`src/rtl/mult_div_pkg.sv`:
```
// mult_div_pkg: shared constants and types for the sequential multiply/divide unit.
//   - state_e     : FSM encoding (IDLE/CALC/FIX/DONE)
//   - WIDTH       : operand/result width (32 only)
//   - ITER_COUNT  : Booth / restoring iterations per operation
//   - OP_MULT/DIV : latched operation select
//   - abs_val     : two's-complement magnitude helper for divide operands
package mult_div_pkg;

  localparam int unsigned WIDTH      = 32;
  localparam int unsigned ITER_COUNT = 32;
  localparam logic [5:0]  ITER_LAST  = 6'(ITER_COUNT);

  typedef enum logic [1:0] {
    IDLE = 2'd0,
    CALC = 2'd1,
    FIX  = 2'd2,
    DONE = 2'd3
  } state_e;

  localparam logic OP_MULT = 1'b0;
  localparam logic OP_DIV  = 1'b1;

  // 0x80000000 maps to itself, which reads correctly as 2^31 unsigned.
  function automatic logic [WIDTH-1:0] abs_val(input logic [WIDTH-1:0] v);
    return v[WIDTH-1] ? (~v + 1'b1) : v;
  endfunction

endpackage

```
`src/rtl/mult_div_unit_div_step.sv`:
```
// div_step: one combinational restoring-division step on magnitudes.
//   rem_i     : partial remainder before the step
//   bit_i     : next dividend bit shifted into the remainder
//   divisor_i : divisor magnitude
//   rem_o     : partial remainder after the step
//   q_o       : quotient bit produced by this step
module div_step
  import mult_div_pkg::*;
(
  input  logic [WIDTH-1:0] rem_i,
  input  logic             bit_i,
  input  logic [WIDTH-1:0] divisor_i,
  output logic [WIDTH-1:0] rem_o,
  output logic             q_o
);

  logic [WIDTH:0]   shifted;
  logic [WIDTH-1:0] diff;

  always_comb begin
    shifted = {rem_i, bit_i};
    q_o     = (shifted >= {1'b0, divisor_i});
    // When the trial succeeds the true difference is below the divisor,
    // so the low WIDTH bits of the modular subtraction are exact.
    diff    = shifted[WIDTH-1:0] - divisor_i;
    rem_o   = q_o ? diff : shifted[WIDTH-1:0];
  end

endmodule

```
`src/rtl/mult_div_unit.sv`:
```
// mult_div_unit: sequential signed 32x32 multiplier (radix-2 Booth) and
// 32/32 divider (restoring, truncation toward zero) loading HI/LO.
//   clk, reset            : clock, asynchronous active-high reset
//   start_mult, start_div : one-cycle start strobes (multiply wins if both)
//   a_in, b_in            : operands, latched on the accepting edge
//   hi, lo                : result registers, updated only on entry to DONE
//   busy                  : FSM not idle
//   done                  : one-cycle result-ready pulse
//   div0                  : divide-by-zero pulse alongside done
// Build option MULT_DIV_DIV0_EXC_EN: divide by zero short-circuits to DONE
// with div0 set and hi/lo unchanged; otherwise div0 is tied low and the
// divide runs its full length.
module mult_div_unit #(
  parameter int unsigned WIDTH = 32
) (
  input  logic             clk,
  input  logic             reset,
  input  logic             start_mult,
  input  logic             start_div,
  input  logic [WIDTH-1:0] a_in,
  input  logic [WIDTH-1:0] b_in,
  output logic [WIDTH-1:0] hi,
  output logic [WIDTH-1:0] lo,
  output logic             busy,
  output logic             done,
  output logic             div0
);
  import mult_div_pkg::*;

  state_e           state_q, state_d;
  logic [5:0]       cnt_q, cnt_d;
  logic             op_q, op_d;
  // p: Booth partial product (extra sign bit) or divide partial remainder.
  // m: Booth multiplier/product-low or divide dividend/quotient shifter.
  logic [WIDTH:0]   p_q, p_d;
  logic [WIDTH-1:0] m_q, m_d;
  logic             qm1_q, qm1_d;
  logic [WIDTH-1:0] mcand_q, mcand_d;
  logic             negq_q, negq_d;
  logic             negr_q, negr_d;
  logic [WIDTH-1:0] hi_q, hi_d;
  logic [WIDTH-1:0] lo_q, lo_d;

  logic [WIDTH:0]   booth_sum;
  logic [WIDTH-1:0] div_rem;
  logic             div_q;

  div_step u_div_step (
    .rem_i     (p_q[WIDTH-1:0]),
    .bit_i     (m_q[WIDTH-1]),
    .divisor_i (mcand_q),
    .rem_o     (div_rem),
    .q_o       (div_q)
  );

  always_comb begin
    unique case ({m_q[0], qm1_q})
      2'b01:   booth_sum = p_q + {mcand_q[WIDTH-1], mcand_q};
      2'b10:   booth_sum = p_q - {mcand_q[WIDTH-1], mcand_q};
      default: booth_sum = p_q;
    endcase
  end

`ifdef MULT_DIV_DIV0_EXC_EN
  logic div0_q, div0_d;
`endif

  always_comb begin
    state_d = state_q;
    cnt_d   = cnt_q;
    op_d    = op_q;
    p_d     = p_q;
    m_d     = m_q;
    qm1_d   = qm1_q;
    mcand_d = mcand_q;
    negq_d  = negq_q;
    negr_d  = negr_q;
    hi_d    = hi_q;
    lo_d    = lo_q;
`ifdef MULT_DIV_DIV0_EXC_EN
    div0_d  = 1'b0;
`endif
    case (state_q)
      IDLE: begin
        if (start_mult) begin
          op_d    = OP_MULT;
          p_d     = '0;
          m_d     = b_in;
          qm1_d   = 1'b0;
          mcand_d = a_in;
          cnt_d   = '0;
          state_d = CALC;
        end else if (start_div) begin
`ifdef MULT_DIV_DIV0_EXC_EN
          if (b_in == '0) begin
            div0_d  = 1'b1;
            state_d = DONE;
          end else
`endif
          begin
            op_d    = OP_DIV;
            p_d     = '0;
            m_d     = abs_val(a_in);
            qm1_d   = 1'b0;
            mcand_d = abs_val(b_in);
            negq_d  = a_in[WIDTH-1] ^ b_in[WIDTH-1];
            negr_d  = a_in[WIDTH-1];
            cnt_d   = '0;
            state_d = CALC;
          end
        end
      end
      CALC: begin
        if (cnt_q == ITER_LAST) begin
          state_d = FIX;
        end else begin
          cnt_d = cnt_q + 6'd1;
          if (op_q == OP_MULT) begin
            // Arithmetic right shift of {P, multiplier, q-1}.
            p_d   = {booth_sum[WIDTH], booth_sum[WIDTH:1]};
            m_d   = {booth_sum[0], m_q[WIDTH-1:1]};
            qm1_d = m_q[0];
          end else begin
            p_d = {1'b0, div_rem};
            m_d = {m_q[WIDTH-2:0], div_q};
          end
        end
      end
      FIX: begin
        state_d = DONE;
        if (op_q == OP_MULT) begin
          hi_d = p_q[WIDTH-1:0];
          lo_d = m_q;
        end else begin
          lo_d = negq_q ? (~m_q + 1'b1) : m_q;
          hi_d = negr_q ? (~p_q[WIDTH-1:0] + 1'b1) : p_q[WIDTH-1:0];
        end
      end
      DONE:    state_d = IDLE;
      default: state_d = IDLE;
    endcase
  end

  always_ff @(posedge clk or posedge reset) begin
    if (reset) begin
      state_q <= IDLE;
      cnt_q   <= '0;
      op_q    <= OP_MULT;
      p_q     <= '0;
      m_q     <= '0;
      qm1_q   <= 1'b0;
      mcand_q <= '0;
      negq_q  <= 1'b0;
      negr_q  <= 1'b0;
      hi_q    <= '0;
      lo_q    <= '0;
    end else begin
      state_q <= state_d;
      cnt_q   <= cnt_d;
      op_q    <= op_d;
      p_q     <= p_d;
      m_q     <= m_d;
      qm1_q   <= qm1_d;
      mcand_q <= mcand_d;
      negq_q  <= negq_d;
      negr_q  <= negr_d;
      hi_q    <= hi_d;
      lo_q    <= lo_d;
    end
  end

`ifdef MULT_DIV_DIV0_EXC_EN
  always_ff @(posedge clk or posedge reset) begin
    if (reset) div0_q <= 1'b0;
    else       div0_q <= div0_d;
  end
  assign div0 = div0_q;
`else
  assign div0 = 1'b0;
`endif

  assign hi   = hi_q;
  assign lo   = lo_q;
  assign busy = (state_q != IDLE);
  assign done = (state_q == DONE);

endmodule

```
`config.mk`:
```
export PLATFORM = sky130hd
export DESIGN_NAME = mult_div_unit
export DESIGN_NICKNAME = d
export VERILOG_FILES = /design/src/rtl/mult_div_pkg.sv /design/src/rtl/mult_div_unit_div_step.sv /design/src/rtl/mult_div_unit.sv
export SDC_FILE = /design/constraint.sdc
export NUM_CORES = 1
export LEC_CHECK = 0
export CORE_ASPECT_RATIO = 0.75
export CORE_MARGIN = 2
export CORE_UTILIZATION = 45
export CTS_CLUSTER_SIZE = 12
export DETAILED_ROUTE_END_ITERATION = 16
export PLACE_DENSITY = 0.66
export SYNTH_ARGS = -nofsm -noshare
export SYNTH_HDL_FRONTEND = slang
export SYNTH_HIERARCHICAL = 1
export SYNTH_SLANG_ARGS = --single-unit
```
`constraint.sdc`:
```
create_clock -name clk -period 5.65 [get_ports clk]
set_clock_uncertainty 0.2 [all_clocks]
set_input_delay 1.13 -clock clk [delete_from_list [all_inputs] [get_ports clk]]
set_output_delay 1.13 -clock clk [all_outputs]
set_load 0.01 [all_outputs]
```
==> flow_metrics.py, run 1 <==
metrics = {
    "routing": {
        "routedWlPerCell_um": 18.7,
        "drcViolationCount": 0,
        "vias_per_cell": 5.84,
        "postRouteAntennaNets": 0,
        "drt_iter0_markers": 1141,
        "wl_um": 46400,
        "drt-pass1-iter-count": 5,
        "vias": 14458,
    },
    "grt": {
        "grt_pass1_wl_um": 73000,
        "grt_pass1_vias": 13200,
        "grt_usage": 0.257,
        "antenna_found_initial": 3,
        "grt-ovfl-total": 0,
        "grt_max_degree": 96,
    },
    "critical_path": {
        "crit_slowest_cell": "nor3b_1",
        "critPathTopFamily": "simple AND/OR/NAND/NOR gates",
        "path_buf_inv": 1,
        "arrival_ns": 4.97,
        "cp.required_ns": 5.80,
        "path_class": "reg2reg",
        "crit_path_start_kind": "flop",
        "worst-path-max-fanout": 6,
        "critPathCaptureType": "flop",
        "critPathMaxStageDelay_ns": 0.55,
        "crit_chain": "inv_1 -> ha_1 -> nor3b_1 -> nand4_1 -> nor4_1 -> nor2_1 -> xnor2_1 -> ha_1 -> o21ai_0 -> o211ai_1 -> a221o_1 -> a221oi_1 -> a21o_1 -> a2111oi_0 -> nor4_2 -> xor2_1 -> o311ai_1",
        "crit_top_cell": "ha_1",
    },
    "yosys": {
        "ys_seq_area_frac": 0.281,
        "synth_cells": 1951,
        "yosys.area_share.simple": 0.191,
        "synthArstFlopShare": 1.00,
        "synth_compound_area_frac": 0.233,
        "synth_edf_count": 0,
        "synth_xor_area_frac": 0.115,
        "synth.net_count": 2097,
        "yosys_warnings": 6,
        "syn_area_mm2": 0.0154,
        "synth_top_family_by_area": "compound AO/OA/AOI/OAI gates",
        "synth.distinct_cells": 92,
        "synthMuxAreaShare": 0.0656,
        "postSynthAreaPerCell_um2": 7.89,
        "synthFlopType": "dfrtp_1",
        "ys_seq_elements": 173,
        "synth_fa_ha_area_frac": 0.0643,
    },
    "clock_tree": {
        "hold_buffers": 0,
        "cts-buffers-inserted": 17,
        "cts_buffer_depth": 2,
        "clk-insertion-delay-late_ns": 0.46,
        "ctsResizeCount": 0,
        "clockRootBuffer": "clkbuf_16",
        "post_cts_buffers": 0,
        "cts_tree": "built",
        "clk_pin_slew_ns": 0.07,
        "cts_sinks": 173,
        "cts_max_level": 4,
    },
    "cells_and_area": {
        "fill_cells": 3207,
        "multi_input_area_mm2": 0.0103,
        "nets": 2159,
        "syn2layout_area_growth_pct": 14.7,
        "most-common-layout-cells": "nand2_1 (203), a21oi_1 (202), o21ai_0 (200)",
        "insertedDiodeCount": 0,
        "mostFrequentLayoutCell": "nand2_1",
        "drive_gt1_frac": 0.0740,
        "ff_latch_area_mm2": 0.00433,
    },
    "flow_run": {
        "max_cap_violations": 0,
    },
    "power_and_ir_drop": {
        "power.leakage_uw": 0.00746,
        "irDropWorstVdd_mv": 0.295,
        "power_density_mw_per_mm2": 746,
    },
    "floorplan": {
        "start_util": 0.458,
        "die_h_um": 164,
        "die_area_mm2": 0.0357,
        "rows": 58,
        "io_pins": 135,
        "core_area_mm2": 0.0336,
        "die_width_um": 218,
    },
    "placement": {
        "port_buffers": 133,
        "dp_slack_ns": 0.926,
        "place_congestion": 0.976,
        "dp.final_hpwl_um": 35500,
    },
    "timing": {
        "hold_slack_ns": 0.307,
        "finalSetupTns_ns": 0,
        "fin_crit_ns": 4.81,
        "fin_crit_sh": 0.852,
        "hold_viol": 0,
        "worst_slack_ns": 0.837,
        "setup_viol": 0,
        "worst_slew_pin_slew_ns": 1.21,
        "clock.fmax_ghz": 0.208,
        "drv_slew": 0,
        "relSlewSlack": 0.190,
        "rsz0062_at_grt": "no",
    },
    "worst_hold_path": {
        "hold_path_class": "reg2reg",
    },
    "outcome": {
        "status": "finished, final reports clean",
    },
}
-- worst paths after layout --
path | start | to | slack [ns] | depth (start not counted)
max | mcand_q[1]$_DFFE_PP0P_ | p_q[31]$_DFFE_PP0P_ | 0.84 | 17
min reg2reg | hi[0]$_DFFE_PP0P_ | hi[0]$_DFFE_PP0P_ | 0.31 | 1
min in group asynchronous | reset | lo[10]$_DFFE_PP0P_ | 0.82 | 2
max reg2reg | mcand_q[1]$_DFFE_PP0P_ | p_q[31]$_DFFE_PP0P_ | 0.84 | 17
max in group asynchronous | reset | op_q$_DFFE_PP0P_ | 3.19 | 3
min | hi[0]$_DFFE_PP0P_ | hi[0]$_DFFE_PP0P_ | 0.31 | 1
-- power breakdown --
part	switching [uW]	total [uW]	internal [uW]
sequential	843	2680	1840
clock	582	1300	718
combinational	5130	9200	4080
total	6550	13200	6640
-- flip-flops by register name (all words and copies together), names as in the netlist --
signal   cells
negr_q       1
op_q         1
qm1_q        1
cnt_q        6
hi          32
negq_q       1
state_q      2
p_q         33
lo          32
mcand_q     32
m_q         32
-- layer usage --
layer,track usage,routed length (um),part of all wire,up-vias
met1,0.379,22900,0.49,6954
li1,-,-,-,7057
met3,0.0502,2660,0.057,55
met5,0,40,0.00086,-
met4,0.0595,798,0.017,6
met2,0.386,19900,0.43,386
-- cell type report --
| class | instances | area share |
|---|---|---|
| Multi-Input combinational cell | 1584 | 0.585 |
| Inverter | 81 | 0.0174 |
| Sequential cell | 173 | 0.245 |
| Tap cell | 450 | 0.0319 |
| Clock inverter | 14 | 0.0103 |
| Timing Repair Buffer | 156 | 0.0857 |
| Clock buffer | 18 | 0.0249 |
-- Yosys cell counts, drive strengths merged, types with 21 or more instances --
| library cell | instances | area, um2 |
|---|---|---|
| nand3 | 43 | 215 |
| mux2i | 39 | 390 |
| nor2 | 182 | 691 |
| and3 | 23 | 144 |
| ha | 76 | 951 |
| xor2 | 106 | 928 |
| o31ai | 31 | 238 |
| clkbuf | 92 | 345 |
| nand2 | 204 | 768 |
| o21ai | 207 | 1040 |
| xnor2 | 97 | 850 |
| mux2 | 52 | 619 |
| dfrtp | 173 | 4330 |
| a21oi | 203 | 1020 |
| buf | 21 | 118 |
| inv | 79 | 297 |
| a21o | 21 | 158 |
| nor3 | 29 | 161 |
-- stage by stage --
stage	total power, uW	utilization	std cells	instance area, um2
6_report	13200	0.526	2476	17700
5_1_grt	14300	0.526	2476	17700
4_1_cts	13100	0.526	2476	17700
3_5_place_dp	11800	0.507	2444	17000
3_3_place_gp	11600	0.507	2444	17000
2_1_floorplan	9350	-	1951	15400
-- worst reg2reg max path: cells and delay by family, from the launching register on --
family | cells | cell delay [ns]
compound gates | 7 | 1.61
xor+xnor | 2 | 0.24
buf+inv | 1 | 0.09
flops | 1 | 0.45
simple gates | 5 | 1.65
fa+ha+maj | 2 | 0.49
-- cells by family (layout without fill, tap and decap cells) --
| family | count (synthesis) | in the layout |
|---|---|---|
| and+or+nand+nor | 618 | 618 |
| AOI/OAI and AO/OA | 593 | 593 |
| xor gates and xnor gates | 203 | 203 |
| buffers and inverters | 194 | 269 |
| DFF | 173 | 173 |
| muxes | 91 | 91 |
| adders and majority gates | 78 | 78 |
| other | 1 | 1 |
(Power assumes the default switching activity.)
==> run 2: changes to the inputs <==
--- a/config.mk
+++ b/config.mk
@@ -5,12 +5,12 @@
 export SDC_FILE = /design/constraint.sdc
 export NUM_CORES = 1
 export LEC_CHECK = 0
-export CORE_ASPECT_RATIO = 0.75
+export CORE_ASPECT_RATIO = 1.2
 export CORE_MARGIN = 2
-export CORE_UTILIZATION = 45
+export CORE_UTILIZATION = 54
 export CTS_CLUSTER_SIZE = 12
 export DETAILED_ROUTE_END_ITERATION = 16
-export PLACE_DENSITY = 0.66
+export PLACE_DENSITY = 0.77
 export SYNTH_ARGS = -nofsm -noshare
 export SYNTH_HDL_FRONTEND = slang
 export SYNTH_HIERARCHICAL = 1
==> run 2 against run 1 <==
Global-route usage up 4.4 points. Register-to-register slack improved by 0.02 ns. Flip-flop and latch count stayed put. First-iteration DRC count is 2.8% higher. Wire length is 5.7% lower. Largest cell class unchanged.
==> flow_metrics.py, run 2 (synthesis gave the netlist of run 1 again) <==
metrics = {
    "outcome": {
        "status": "finished, final reports clean",
    },
    "cells_and_area": {
        "design_area_mm2": 0.0176,
        "largest_reg_flops": 33,
        "multi_input_area_mm2": 0.0103,
        "drive_gt1_frac": 0.0727,
        "final_util": 0.629,
        "insertedDiodeCount": 0,
        "top_register": "p_q",
        "ff_latch_area_mm2": 0.00433,
        "fill_cells": 2534,
        "most-common-layout-cells": "nand2_1 (203), a21oi_1 (202), o21ai_0 (200)",
        "syn2layout_area_growth_pct": 14.3,
        "nets": 2156,
        "mostFrequentLayoutCell": "nand2_1",
    },
    "timing": {
        "worst_slack_ns": 0.853,
        "fin_crit_sh": 0.849,
        "setup_viol": 0,
        "rsz0062_at_grt": "no",
        "worst_slew_pin_slew_ns": 0.937,
        "hold_viol": 0,
        "relSlewSlack": 0.370,
        "fin_crit_ns": 4.80,
        "finalSetupTns_ns": 0,
        "clock.fmax_ghz": 0.208,
        "drv_slew": 0,
    },
    "routing": {
        "drt-pass1-iter-count": 5,
        "vias_per_cell": 5.94,
        "drcViolationCount": 0,
        "drt_iter0_markers": 1173,
        "met1_length_um": 18900,
        "routedWlPerCell_um": 18.2,
        "wl_met3_um": 2700,
        "met2_length_um": 20800,
        "top_layer": "met4",
        "postRouteAntennaNets": 0,
        "vias": 14264,
        "wl_um": 43700,
    },
    "worst_hold_path": {
        "hold_path_class": "reg2reg",
        "hp-start": "hi[29]$_DFFE_PP0P_",
    },
    "clock_tree": {
        "post_cts_buffers": 0,
        "clockRootBuffer": "clkbuf_16",
        "hold_buffers": 0,
        "cts_tree": "built",
        "cts_max_level": 4,
        "cts-buffers-inserted": 17,
        "clk_pin_slew_ns": 0.07,
        "ctsResizeCount": 0,
        "clk-insertion-delay-late_ns": 0.44,
        "cts_buffer_depth": 2,
        "cts_sinks": 173,
    },
    "critical_path": {
        "worst-path-max-fanout": 6,
        "r2r_start": "mcand_q[1]$_DFFE_PP0P_",
        "critPathMaxStageDelay_ns": 0.50,
        "arrival_ns": 4.94,
        "path_buf_inv": 1,
        "path_class": "reg2reg",
        "crit_path_start_kind": "flop",
        "crit_slowest_cell": "nor3b_1",
        "crit_chain": "inv_1 -> ha_1 -> nor3b_1 -> nand4_1 -> nor4_1 -> nor2_1 -> xnor2_1 -> ha_1 -> o21ai_0 -> o211ai_1 -> a221o_1 -> a221oi_1 -> a21o_1 -> a2111oi_0 -> nor4_2 -> xor2_1 -> o311ai_1",
        "crit_top_cell": "ha_1",
        "critPathTopFamily": "compound AO/OA/AOI/OAI gates",
        "cp.required_ns": 5.79,
        "cp-startpoint": "mcand_q[1]$_DFFE_PP0P_",
        "critPathCaptureType": "flop",
    },
    "floorplan": {
        "io_pins": 135,
        "die_h_um": 189,
        "die_area_mm2": 0.0299,
        "rows": 67,
        "die_width_um": 158,
        "start_util": 0.550,
        "core_area_mm2": 0.0280,
    },
    "placement": {
        "port_buffers": 133,
        "placed_cell_area_mm2": 0.0169,
        "dp_slack_ns": 0.908,
        "place_congestion": 0.945,
        "dp.final_hpwl_um": 32600,
    },
    "grt": {
        "antenna_found_initial": 0,
        "grt_max_degree": 126,
        "grt_pass1_vias": 14001,
        "grt-ovfl-total": 0,
        "grt_usage": 0.301,
        "grt_pass1_wl_um": 72200,
    },
    "flow_run": {
        "max_cap_violations": 0,
    },
    "power_and_ir_drop": {
        "power.leakage_uw": 0.00747,
        "power_density_mw_per_mm2": 747,
        "irDropWorstVdd_mv": 0.345,
        "power.total_uw": 13100,
    },
}
## run 2: cell types whose count changed in the layout (fill, tap and decap cells not counted)
cell,change
clkinv_2,-1
bufinv_16,+1
clkinvlp_4,-1
inv_8,-1
clkbuf_8,+1
inv_6,+3
buf_12,+1
clkinv_4,-2
buf_4,-4
## run 2: worst paths after layout
check	to	slack, ns	cells past startpoint
worst max-delay path	p_q[31]$_DFFE_PP0P_	0.85	17
worst min-delay path	hi[29]$_DFFE_PP0P_	0.31	1
worst max register to register	p_q[31]$_DFFE_PP0P_	0.85	17
worst min register to register	hi[29]$_DFFE_PP0P_	0.31	1
max in group asynchronous	m_q[9]$_DFFE_PP0P_	3.66	3
min in group asynchronous	p_q[30]$_DFFE_PP0P_	1.04	3
## run 2: report_power, final
group | internal (uW) | leakage, uW | switching, uW | total (uW)
sequential | 1840 | 0.00209 | 795 | 2640
combinational | 4060 | 0.00506 | 5100 | 9170
clock | 776 | 0.000318 | 557 | 1330
## run 2: area by class of cell
class / instances / area share
flip-flops and latches: 173 / 0.246
repair buffers: 153 / 0.0855
multi-input cells: 1584 / 0.587
clock buffers: 19 / 0.0257
clock inverters: 13 / 0.0112
inverters: 81 / 0.0175
well taps: 379 / 0.0269
## run 2: routing by layer
layer | global-route usage | vias to the layer above
li1 | - | 7048
met1 | 0.394 | 6659
met2 | 0.500 | 481
met3 | 0.0510 | 76
met4 | 0.106 | 0
met5 | 0 | -
## run 2: per-stage QoR
step	cells	hold slack, ns
6_report	2402	0.308
5_1_grt	2402	0.337
3_5_place_dp	2370	0.297
2_1_floorplan	1951	0.273
4_1_cts	2402	0.313
3_3_place_gp	2370	0.289
